**config.mk**
```make
export PLATFORM = sky130hd
export DESIGN_NAME = cpu_ctrl
export DESIGN_NICKNAME = d
export VERILOG_FILES = /design/src/rtl/cpu_pkg.sv /design/src/rtl/cpu_ctrl_timer.sv /design/src/rtl/cpu_ctrl.sv
export SDC_FILE = /design/constraint.sdc
export NUM_CORES = 1
export LEC_CHECK = 0
export ABC_AREA = 1
export BUFFER_PORTS_ARGS = -buffer_cell sky130_fd_sc_hd__buf_2
export CAP_MARGIN = 0
export CORE_MARGIN = 3
export CORE_UTILIZATION = 45
export DETAILED_ROUTE_END_ITERATION = 7
export GPL_TIMING_DRIVEN = 0
export PLACE_DENSITY = 0.84
export SKIP_LAST_GASP = 1
export SLEW_MARGIN = 5
export SYNTH_ARGS = -nofsm -noshare
export SYNTH_HDL_FRONTEND = slang
export SYNTH_HIERARCHICAL = 1
export SYNTH_SLANG_ARGS = --single-unit
```
**constraint.sdc**
```tcl
create_clock -name clk -period 1.8 [get_ports clk]
set_input_delay 0.09 -clock clk [delete_from_list [all_inputs] [get_ports clk]]
set_output_delay 0.09 -clock clk [all_outputs]
set_load 0.01 [all_outputs]
```
**src/rtl/cpu_pkg.sv**
```systemverilog
// rtl/cpu_pkg.sv - shared states, opcodes and encodings for the RV32I multicycle controller
package cpu_pkg;

    typedef enum logic [2:0] {
        S_FETCH,
        S_DECODE,
        S_EXEC,
        S_MEM,
        S_WB,
        S_HALT
    } state_t;

    localparam logic [6:0] OP_R      = 7'b0110011;
    localparam logic [6:0] OP_I      = 7'b0010011;
    localparam logic [6:0] OP_LOAD   = 7'b0000011;
    localparam logic [6:0] OP_STORE  = 7'b0100011;
    localparam logic [6:0] OP_BRANCH = 7'b1100011;
    localparam logic [6:0] OP_JAL    = 7'b1101111;
    localparam logic [6:0] OP_SYSTEM = 7'b1110011;

    localparam logic [3:0] ALU_ADD = 4'b0000;
    localparam logic [3:0] ALU_SUB = 4'b1000;

    localparam logic [1:0] PC_PLUS4  = 2'd0;
    localparam logic [1:0] PC_BRANCH = 2'd1;
    localparam logic [1:0] PC_JAL    = 2'd2;

    localparam logic [1:0] WB_ALU = 2'd0;
    localparam logic [1:0] WB_MEM = 2'd1;
    localparam logic [1:0] WB_PC4 = 2'd2;

    localparam logic [1:0] ERR_ECALL   = 2'd0;
    localparam logic [1:0] ERR_ILLEGAL = 2'd1;
    localparam logic [1:0] ERR_TIMEOUT = 2'd2;

    function automatic logic is_exec_op(input logic [6:0] op);
        return (op == OP_R) || (op == OP_I) || (op == OP_LOAD) ||
               (op == OP_STORE) || (op == OP_BRANCH) || (op == OP_JAL);
    endfunction

endpackage

```
**src/rtl/cpu_ctrl_timer.sv**
```systemverilog
// rtl/cpu_ctrl_timer.sv - memory wait counter; expired once TIMEOUT unanswered cycles have elapsed
module cpu_ctrl_timer #(
    parameter int TIMEOUT = 16
) (
    input  logic clk,
    input  logic reset,
    input  logic clear,
    input  logic hold,
    output logic expired
);

    localparam int W = $clog2(TIMEOUT + 1);

    logic [W-1:0] r_cnt;

    always_ff @(posedge clk or negedge reset) begin
        if (!reset) begin
            r_cnt <= '0;
        end else if (clear) begin
            r_cnt <= '0;
        end else if (hold && !expired) begin
            r_cnt <= r_cnt + W'(1);
        end
    end

    assign expired = (r_cnt == W'(TIMEOUT));

endmodule

```
**src/rtl/cpu_ctrl.sv**
```systemverilog
// rtl/cpu_ctrl.sv - multicycle RV32I control FSM driving datapath enables and memory handshakes
module cpu_ctrl
    import cpu_pkg::*;
#(
    parameter int TIMEOUT = 16
) (
    input  logic        clk,
    input  logic        reset,
    input  logic        run,
    input  logic [31:0] instr,
    input  logic        branch_taken,
    input  logic        imem_ready,
    input  logic        dmem_ready,
    output logic        imem_req,
    output logic        MemRead,
    output logic        MemWrite,
    output logic        ir_write,
    output logic        pc_write,
    output logic [1:0]  pc_src,
    output logic        RegWrite,
    output logic        alu_src,
    output logic [3:0]  alu_op,
    output logic [1:0]  wb_sel,
    output logic        halted,
    output logic [1:0]  err
);

    state_t     r_state;
    logic       r_fetch_busy;
    logic       r_halted;
    logic [1:0] r_err;

    logic [6:0] w_op;
    logic [2:0] w_f3;
    logic       w_f7b5;
    logic       w_fetch_phase;
    logic       w_mem_phase;
    logic       w_ready;
    logic       w_expired;
    logic       w_unused;

    assign w_op     = instr[6:0];
    assign w_f3     = instr[14:12];
    assign w_f7b5   = instr[30];
    assign w_unused = ^{instr[31], instr[29:15], instr[11:7]};

    // Once a fetch has been issued it must finish or time out regardless of run.
    assign w_fetch_phase = (r_state == S_FETCH) && (run || r_fetch_busy);
    assign w_mem_phase   = (r_state == S_MEM);
    assign w_ready       = w_fetch_phase ? imem_ready : dmem_ready;

    cpu_ctrl_timer #(.TIMEOUT(TIMEOUT)) u_timer (
        .clk     (clk),
        .reset   (reset),
        .clear   (!(w_fetch_phase || w_mem_phase) || w_ready),
        .hold    ((w_fetch_phase || w_mem_phase) && !w_ready),
        .expired (w_expired)
    );

    always_ff @(posedge clk or negedge reset) begin
        if (!reset) begin
            r_state      <= S_FETCH;
            r_fetch_busy <= 1'b0;
            r_halted     <= 1'b0;
            r_err        <= ERR_ECALL;
        end else begin
            case (r_state)
                S_FETCH: begin
                    if (w_fetch_phase) begin
                        if (imem_ready) begin
                            r_state      <= S_DECODE;
                            r_fetch_busy <= 1'b0;
                        end else if (w_expired) begin
                            r_state      <= S_HALT;
                            r_fetch_busy <= 1'b0;
                            r_halted     <= 1'b1;
                            r_err        <= ERR_TIMEOUT;
                        end else begin
                            r_fetch_busy <= 1'b1;
                        end
                    end
                end
                S_DECODE: begin
                    if (is_exec_op(w_op)) begin
                        r_state <= S_EXEC;
                    end else begin
                        r_state  <= S_HALT;
                        r_halted <= 1'b1;
                        r_err    <= (w_op == OP_SYSTEM) ? ERR_ECALL : ERR_ILLEGAL;
                    end
                end
                S_EXEC: begin
                    if (w_op == OP_LOAD || w_op == OP_STORE)
                        r_state <= S_MEM;
                    else if (w_op == OP_BRANCH)
                        r_state <= S_FETCH;
                    else
                        r_state <= S_WB;
                end
                S_MEM: begin
                    if (dmem_ready) begin
                        r_state <= (w_op == OP_LOAD) ? S_WB : S_FETCH;
                    end else if (w_expired) begin
                        r_state  <= S_HALT;
                        r_halted <= 1'b1;
                        r_err    <= ERR_TIMEOUT;
                    end
                end
                S_WB:    r_state <= S_FETCH;
                S_HALT:  r_state <= S_HALT;
                default: r_state <= S_FETCH;
            endcase
        end
    end

    always_comb begin
        imem_req = 1'b0;
        MemRead  = 1'b0;
        MemWrite = 1'b0;
        ir_write = 1'b0;
        pc_write = 1'b0;
        pc_src   = PC_PLUS4;
        RegWrite = 1'b0;
        alu_src  = 1'b0;
        alu_op   = ALU_ADD;
        wb_sel   = WB_ALU;
        case (r_state)
            S_FETCH: begin
                imem_req = w_fetch_phase && !w_expired;
                ir_write = w_fetch_phase && imem_ready;
                pc_write = w_fetch_phase && imem_ready;
            end
            S_EXEC: begin
                case (w_op)
                    OP_R: alu_op = {w_f7b5, w_f3};
                    OP_I: begin
                        alu_src = 1'b1;
                        alu_op  = {(w_f3 == 3'b101) && w_f7b5, w_f3};
                    end
                    OP_LOAD, OP_STORE: alu_src = 1'b1;
                    OP_BRANCH: begin
                        alu_op   = ALU_SUB;
                        pc_write = branch_taken;
                        pc_src   = PC_BRANCH;
                    end
                    OP_JAL: begin
                        pc_write = 1'b1;
                        pc_src   = PC_JAL;
                    end
                    default: ;
                endcase
            end
            S_MEM: begin
                MemRead  = (w_op == OP_LOAD) && !w_expired;
                MemWrite = (w_op == OP_STORE) && !w_expired;
            end
            S_WB: begin
                RegWrite = 1'b1;
                if (w_op == OP_LOAD)
                    wb_sel = WB_MEM;
                else if (w_op == OP_JAL)
                    wb_sel = WB_PC4;
            end
            default: ;
        endcase
        // Reset must silence run/ready-driven strobes without waiting for a clock.
        if (!reset) begin
            imem_req = 1'b0;
            ir_write = 1'b0;
            pc_write = 1'b0;
        end
    end

    assign halted = r_halted;
    assign err    = r_err;

endmodule

```
; Word-level counts from Yosys, hierarchy flattened
; Index checks and enable logic that the tools add are counted.
; W data, S select, Z words.
[op_classes]
reduce_logical = 26
eq_ne = 18
mux = 46
addsub = 1
[op_table]
columns = cell, count
row1 = $mux W3, 8
row2 = $eq A7 B7 Y1 const B, 3
row3 = $mux W1, 19
row4 = $mux W2, 9
row5 = $pmux W3 S5, 1
row6 = $eq A7 B6 Y1 const B, 2
row7 = $pmux W4 S3, 1
row8 = $mux W5, 2
row9 = $eq A3 B3 Y1 const B, 3
row10 = $logic_or A1 B1 Y1, 9
row11 = $logic_and A1 B1 Y1, 8
row12 = $ne A2 B2 Y1 const B, 4
row13 = $eq A7 B2 Y1 const B, 1
row14 = $eq A7 B5 Y1 const B, 1
row15 = $eq A3 B2 Y1 const B, 2
row16 = $pmux W2 S3, 1
row17 = $add A5 B1 Y5 const B, 1
row18 = $eq A5 B5 Y1 const B, 1
row19 = $reduce_and A5 Y1, 1
row20 = $mux W4, 1
row21 = $pmux W1 S2, 2
row22 = $pmux W2 S2, 1
row23 = $eq A3 B1 Y1 const B, 1
row24 = $logic_not A1 Y1, 3
row25 = 6 further kinds, 6
[totals]
elab_cells = 96
inputBits = 38
ff_bits = 12

; Logic depth before layout (Yosys ltp)
; Gate-level depths: netlist (run 1).
[depth]
word_depth = 8
ltp_mapped = 12

; Cells and area by module
; Netlist (run 1), hierarchy kept.
[by_module_without_submodules]
columns = mod, instances, cells_per_inst, area_per_inst_um2
row1 = cpu_ctrl, 1, 124, 747.0
row2 = cpu_ctrl_timer, 1, 41, 341.6

; Least setup slack after synthesis (run 1)
; No wires, ideal clock.
[synth_path]
kind = register -> register
startpoint = register r_state[2]
endpoint = register u_timer.r_cnt[4]
stages_incl_launch_ff = 9
path_slack_ns = 0.271
required_time_ns = 1.680
period_less_slack_ns = 1.529
path_buffers = 0
t_arrival_ns = 1.409
cell_sequence = dfrtp_1 > nor2_4 > nand2_4 > nor2_1 > o21ai_0 > inv_1 > nand4_1 > o21ai_0 > nor2_1
[synth_between]
elab_chain_cells = 7
elab_cells_between_ends = 12
classes_between = eq/ne: 1 / mux: 2 / reduce/logical: 9
[synth_lines]
columns = element, line
row1 = from (decl), cpu_ctrl.sv:28  ; state_t r_state;
row2 = from (signal assigned), cpu_ctrl.sv:102  ; r_state <= (w_op == OP_LOAD) ? S_WB : S_FETCH;
row3 = $logic_not A3 Y1, cpu_ctrl.sv:48  ; assign w_fetch_phase = (r_state == S_FETCH) && (run || r_fetch_busy);
row4 = $logic_and A1 B1 Y1, cpu_ctrl.sv:48
row5 = $mux W1, cpu_ctrl.sv:50  ; assign w_ready = w_fetch_phase ? imem_ready : dmem_ready;
row6 = $logic_not A1 Y1, cpu_ctrl.sv:56  ; .hold ((w_fetch_phase || w_mem_phase) && !w_ready),
row7 = $logic_and A1 B1 Y1, cpu_ctrl.sv:56
row8 = $logic_and A1 B1 Y1, cpu_ctrl_timer.sv:21  ; end else if (hold && !expired) begin
row9 = $reduce_bool A2 Y1 (no line), --
row10 = to (signal assigned), cpu_ctrl_timer.sv:22  ; r_cnt <= r_cnt + W'(1);
row11 = to (decl), cpu_ctrl_timer.sv:14  ; logic [W-1:0] r_cnt;
; Several ways; a longest one is shown, not always the timed one.
; A chain may end at the register's enable or synchronous reset.

; Worst setup path in the final report (run 1)
[layout_path]
startpoint = register u_timer.r_cnt[0]
endpoint = output port MemRead
[layout_between]
elab_chain_cells = 4
[layout_lines]
columns = element, line
row1 = $eq A5 B5 Y1, cpu_ctrl_timer.sv:26  ; assign expired = (r_cnt == W'(TIMEOUT));
row2 = via w_expired, cpu_ctrl.sv:39  ; logic w_expired;
row3 = $logic_not A1 Y1, cpu_ctrl.sv:154  ; MemRead = (w_op == OP_LOAD) && !w_expired;
row4 = $logic_and A1 B1 Y1, cpu_ctrl.sv:154
row5 = $mux W1, cpu_ctrl.sv:127  ; case (r_state)
row6 = to (decl), cpu_ctrl.sv:15  ; output logic MemRead,
; The timed path passes the listed nets, and every way through them passes these cells.

==> impl_metrics.py, run 1 <==
metrics = {
    "yosys": {
        "syn_area_per_cell_um2": 6.60,
        "ys_seq_area_share_pct": 27.6,
        "synthFlopType": "dfrtp_1",
        "synth.distinct_cells": 28,
        "netlist_instances": 165,
        "syn-num-nets": 205,
        "synth_edf_count": 0,
        "yosys_warnings": 6,
        "synth_area_um2": 1090,
        "ys_ff_latch": 12,
        "synth-async-reset-ratio_pct": 100,
    },
    "critical_path": {
        "crit_end": "MemRead",
        "worstSetupStartpointType": "register",
        "rr_worst_depth": 10,
        "reg2reg_slack_ps": 190,
        "cp.arrival_ps": 1620,
        "end_kind": "primary output",
        "crit_fanout": 5,
        "cp_data_required_time_ps": 1710,
        "crit_type": "reg2out",
        "r2r-end": "r_state[0]",
        "crit_path_start": "u_timer/r_cnt[0]",
        "r2r_start": "u_timer/r_cnt[0]",
    },
    "global_routing": {
        "gr-usage-met2_pct": 30.5,
        "grt_max_degree": 14,
        "grt_use_met3_pct": 4.29,
        "grt_usage_pct": 19.1,
        "antenna_found_initial": 0,
        "busiest_layer": "met2",
        "grt_pass1_vias": 1053,
        "grt_overflow": 0,
        "grt_pass1_wl_um": 4200,
        "grtUsageMet1_pct": 25.4,
    },
    "place": {
        "dp_hpwl_um": 2100,
        "place.gp.congestion": 0.833,
        "io_buffers": 34,
        "dpl_cell_area_um2": 1290,
    },
    "timing": {
        "hold_viol": 0,
        "post-route-period-util_pct": 95.1,
        "relSlewSlack_pct": 77.1,
        "slew_viol_final": 0,
        "tightest_slew_ps": 342,
        "max_freq_ghz": 0.584,
        "period_needed_ps": 1710,
        "setup_violations": 0,
        "finClkSkew_ps": 2.07,
    },
    "die": {
        "start_util_pct": 48.3,
        "die_y_um": 55.2,
        "dieArea_um2": 3050,
        "fp.coreArea_um2": 2250,
        "io_pins": 56,
        "die_x_um": 55.2,
        "rows": 17,
    },
    "clock_tree": {
        "numCtsBuffers": 3,
        "clkLatencyLatePin_ps": 270,
        "htree_levels": 1,
        "cts_root_buf": "clkbuf_4",
        "cts_tree": "done",
        "cts_sinks": 12,
        "path_clk_slew_ps": 70,
        "cts.path.max_buffers": 2,
    },
    "cells_and_area": {
        "drive_gt1_share_pct": 38.6,
        "final-seq-area_um2": 304,
        "fin_area_um2": 1410,
        "syn2layout_area_growth_pct": 29.8,
        "nNetsFinal": 249,
        "final_cell_mix": "35 x nand2_1, 34 x buf_2, 22 x inv_1",
        "multi_input_area_um2": 708,
        "fillCellCount": 234,
        "final_common_cell": "nand2_1",
        "fin_util_pct": 62.7,
        "antenna_cells": 0,
    },
    "power_and_ir_drop": {
        "max-vdd-ir-drop_mv": 0.714,
        "post-layout-total-power_mw": 1.35,
        "power_leakage_nw": 0.800,
        "powerDensity_nw_per_um2": 956,
    },
    "min_path": {
        "min_path_type": "in2reg",
    },
    "drt": {
        "wl_per_cell_um": 11.6,
        "dr_total_vias": 1181,
        "wl_um": 2730,
        "dr.pass1.iters": 4,
        "drt_iter0_drc": 31,
        "drtAntennaViolNets": 0,
        "via_per_inst": 5.03,
        "drc": 0,
    },
    "flow_run": {
        "drv_cap": 0,
    },
    "run_status": {
        "status": "completed",
    },
}
-- cell type report --
class                           instances  area share (%)
Timing Repair Buffer                   39            14.9
Clock buffer                            3            1.59
Inverter                               31            9.39
Sequential cell                        12            21.5
Tap cell                               28            2.48
Multi-Input combinational cell        122            50.1
-- worst min-delay path by stage --
stage,cells after the start,start,end
floorplan,0,reset,err[0]
global placement,1,reset,u_timer/r_cnt[0]
detailed placement,1,reset,u_timer/r_cnt[0]
CTS,4,instr[4],err[0]
global route,4,instr[4],err[0]
finish,4,instr[4],err[0]
-- worst max-delay path: stages (launching register included) --
cell and delay (ps):
dfrtp_1 380, inv_2 60, ha_1 210, nand2_1 60, inv_1 60, nand2_4 90, inv_2 80, nor2_4 110
nand3_2 70, nor2_1 100, buf_2 140
-- timing repair --
item                       in CTS  in global routing
pin swaps                       0                  3
resized for setup               3                 17
buffers inserted                2                  2
hold buffers                    1                  0
hold endpoints to repair       12                  0
setup endpoints to repair       6                  9
-- kinds of logic (layout without fill, tap and decap cells) --
kind of cell	after synthesis	count (layout)	synth area share (%)
simple gates	104	104	47.9
buf+inv	31	73	12.0
compound gates	15	15	9.43
flops	12	12	27.6
fa+ha+maj	2	2	2.30
xor+xnor	1	1	0.805
-- layer usage --
metal	wire length [µm]	up-vias
met3	156	5
li1	-	619
met2	1320	36
met4	31	0
met5	0	-
met1	1220	521
-- state kept, by name, summed over array words and instances (netlist names) --
register / cells
r_fetch_busy: 1
err: 2
r_state: 3
halted: 1
u_timer/r_cnt: 5
-- synth_stat cells, drive strengths merged, types with 2 or more instances --
cell	count	area, µm²
dfrtp	12	300
ha	2	25.0
nand2	43	194
o21ai	8	58.8
o22ai	2	12.5
a21oi	3	15.0
nand3	15	85.1
nand4	7	43.8
nor2	30	146
inv	30	113
nor3	5	25.0
-- stage by stage --
step                worst slack (ps)  setup TNS [ps]  hold slack (ps)  std cells
detailed placement              6.97               0            -8.13        227
global placement               -1.88           -1.88            -10.3        227
finish                          89.1               0              162        235
CTS                             20.7               0              170        233
global route                   -10.6           -15.7              185        235
floorplan                        271               0             -206        165
-- where the power goes --
group	switching (mW)	leakage [nW]	internal, mW
Clock	0.0880	0.0138	0.0775
Sequential	0.0697	0.149	0.333
Combinational	0.464	0.637	0.318
Power figures use the tool's default switching activity.
==> inputs of run 2 (changes only) <==
--- a/config.mk
+++ b/config.mk
@@ -9,7 +9,7 @@
 export BUFFER_PORTS_ARGS = -buffer_cell sky130_fd_sc_hd__buf_2
 export CAP_MARGIN = 0
 export CORE_MARGIN = 3
-export CORE_UTILIZATION = 45
+export CORE_UTILIZATION = 44
 export DETAILED_ROUTE_END_ITERATION = 7
 export GPL_TIMING_DRIVEN = 0
 export PLACE_DENSITY = 0.84
@@ -17,5 +17,4 @@
 export SLEW_MARGIN = 5
 export SYNTH_ARGS = -nofsm -noshare
 export SYNTH_HDL_FRONTEND = slang
-export SYNTH_HIERARCHICAL = 1
 export SYNTH_SLANG_ARGS = --single-unit
==> run 2 against run 1 <==
  * Hold slack worse by 65 ps
  * First-iteration DRC count shrank 55%
  * Sequential share of layout area increased by 1.9 points
  * Clock-buffer cell count unchanged
  * Highest routed layer unchanged
  * Core utilization decreased by 1.2 points
==> impl_metrics.py, run 2 <==
metrics = {
    "global_routing": {
        "antenna_found_initial": 0,
        "grt_pass1_wl_um": 4130,
        "grt_pass1_vias": 1007,
        "grt_overflow": 0,
        "grt_max_degree": 14,
        "grt_usage_pct": 19.0,
    },
    "cells_and_area": {
        "final_common_cell": "nand2_1",
        "final_cell_mix": "37 x nand2_1, 34 x buf_2, 28 x nor2_1",
        "largest_register": "u_timer.r_cnt",
        "drive_gt1_share_pct": 32.3,
        "largest_reg_flops": 5,
        "syn2layout_area_growth_pct": 24.5,
        "fin_area_um2": 1280,
        "fin_util_pct": 61.5,
        "nNetsFinal": 237,
        "antenna_cells": 0,
    },
    "yosys": {
        "ys_ff_latch": 12,
        "syn-num-nets": 196,
        "synthFlopType": "dfrtp_1",
        "synth.most_common_cell": "nand2_1",
        "synth_top_area_cell": "dfrtp_1",
        "synth-async-reset-ratio_pct": 100,
        "yosys_warnings": 0,
        "synth.distinct_cells": 29,
        "synth.top_cells.by_count": "37 x nand2_1, 28 x nor2_1, 25 x inv_1, 12 x dfrtp_1, 10 x nand3_1",
        "synth_edf_count": 0,
        "yosys-top-cells-area": "dfrtp_1 29%, nand2_1 14%, nor2_1 10%, inv_1 9.1%, nand3_1 4.9%",
        "yosysTopAreaCellShare_pct": 29.2,
        "ys_seq_area_share_pct": 29.2,
        "synth_area_um2": 1030,
        "netlist_instances": 156,
        "syn_area_per_cell_um2": 6.59,
    },
    "drt": {
        "via_per_inst": 4.99,
        "drt_iter0_drc": 14,
        "dr.pass1.iters": 4,
        "drtAntennaViolNets": 0,
        "drc": 0,
        "wl_um": 2420,
        "wl_per_cell_um": 10.9,
        "dr_total_vias": 1107,
    },
    "place": {
        "dpl_cell_area_um2": 1230,
        "io_buffers": 34,
        "place.gp.congestion": 0.908,
        "dp_hpwl_um": 2040,
    },
    "die": {
        "fp.coreArea_um2": 2080,
        "start_util_pct": 49.4,
        "dieArea_um2": 2950,
        "rows": 16,
        "io_pins": 56,
        "die_x_um": 54.3,
        "die_y_um": 54.3,
    },
    "timing": {
        "relSlewSlack_pct": 81.5,
        "post-route-period-util_pct": 92.8,
        "tightest_slew_ps": 278,
        "setup_violations": 0,
        "finClkSkew_ps": 0.839,
        "holdWs_ps": 96.5,
        "slew_viol_final": 0,
        "max_freq_ghz": 0.599,
        "hold_viol": 0,
        "rsz0062_at_grt": "yes",
        "period_needed_ps": 1670,
    },
    "power_and_ir_drop": {
        "power_leakage_nw": 0.744,
        "powerDensity_nw_per_um2": 907,
        "max-vdd-ir-drop_mv": 0.592,
        "post-layout-total-power_mw": 1.16,
    },
    "run_status": {
        "status": "completed",
    },
    "clock_tree": {
        "cts_tree": "done",
        "numCtsBuffers": 3,
        "cts_root_buf": "clkbuf_4",
        "htree_levels": 1,
        "cts_sinks": 12,
        "cts.path.max_buffers": 2,
        "path_clk_slew_ps": 70,
        "clkLatencyLatePin_ps": 270,
    },
    "critical_path": {
        "cp_data_required_time_ps": 1710,
        "crit_fanout": 5,
        "crit_type": "reg2out",
        "rr_worst_depth": 9,
        "end_kind": "primary output",
        "r2r_start": "u_timer.r_cnt[0]",
        "crit_path_start": "r_state[0]",
        "crit_end": "pc_write",
        "cp.arrival_ps": 1580,
        "reg2reg_slack_ps": 260,
        "worstSetupStartpointType": "register",
        "r2r-end": "err[0]",
    },
    "flow_run": {
        "drv_cap": 0,
    },
    "min_path": {
        "min_path_type": "in2reg",
    },
}
[run 2: where the power goes]
part,internal [mW],switching (mW)
registers,0.329,0.0647
logic,0.223,0.384
clock network,0.0774,0.0821
total,0.630,0.531
[run 2: final cells by class]
type                    count  area [µm²]
fillers                   202         802
inverters                  30         113
flip-flops and latches     12         300
repair buffers             36         188
clock buffers               3        22.5
multi-input cells         114         623
well taps                  27        33.8
[run 2: critical path, cell delays in order, from the launching register on]
cell     delay (ps)
dfrtp_1         440
nor2_2          180
nand2_2         100
nor2_4          160
nand2_4          80
o21ai_0          80
a21oi_1          60
nor2_1           80
buf_2           130
[run 2: worst min-delay path by stage]
stage	start	endpoint	slack (ps)	cells past startpoint
floorplan	reset	err[0]	-210	0
global placement	reset	u_timer.r_cnt[0]	-20	1
detailed placement	reset	r_state[2]	-10	1
CTS	imem_ready	r_fetch_busy	90	2
global route	imem_ready	r_fetch_busy	140	2
finish	imem_ready	r_fetch_busy	100	2
[run 2: repair_timing]
item                                    CTS  global route
endpoints found under the setup margin    0             2
hold buffers                              1             0
endpoints found under the hold margin    12             0
setup buffers                             0             1
resized for setup                         0             2
[run 2: metrics by stage]
stage / worst slack (ps) / TNS [ps] / cells
floorplan: 507 / 0 / 156
global placement: 287 / 0 / 217
detailed placement: 218 / 0 / 217
CTS: 110 / 0 / 221
global route: -2.50 / -2.50 / 222
finish: 130 / 0 / 222
[run 2: kinds of logic after synthesis]
kind of cell | count (synthesis) | synth area share, %
compound gates | 17 | 12.0
xor+xnor | 2 | 1.70
fa+ha+maj | 2 | 2.43
buf+inv | 30 | 10.9
flops | 12 | 29.2
simple gates | 93 | 43.7
[run 2: layer usage]
metal | track usage [%] | vias to the layer above | part of all wire (%)
li1 | - | 571 | -
met1 | 24.3 | 498 | 44
met2 | 32.3 | 36 | 48
met3 | 4.63 | 2 | 6.5
met4 | 3.73 | 0 | 0.70
met5 | 0 | - | 0
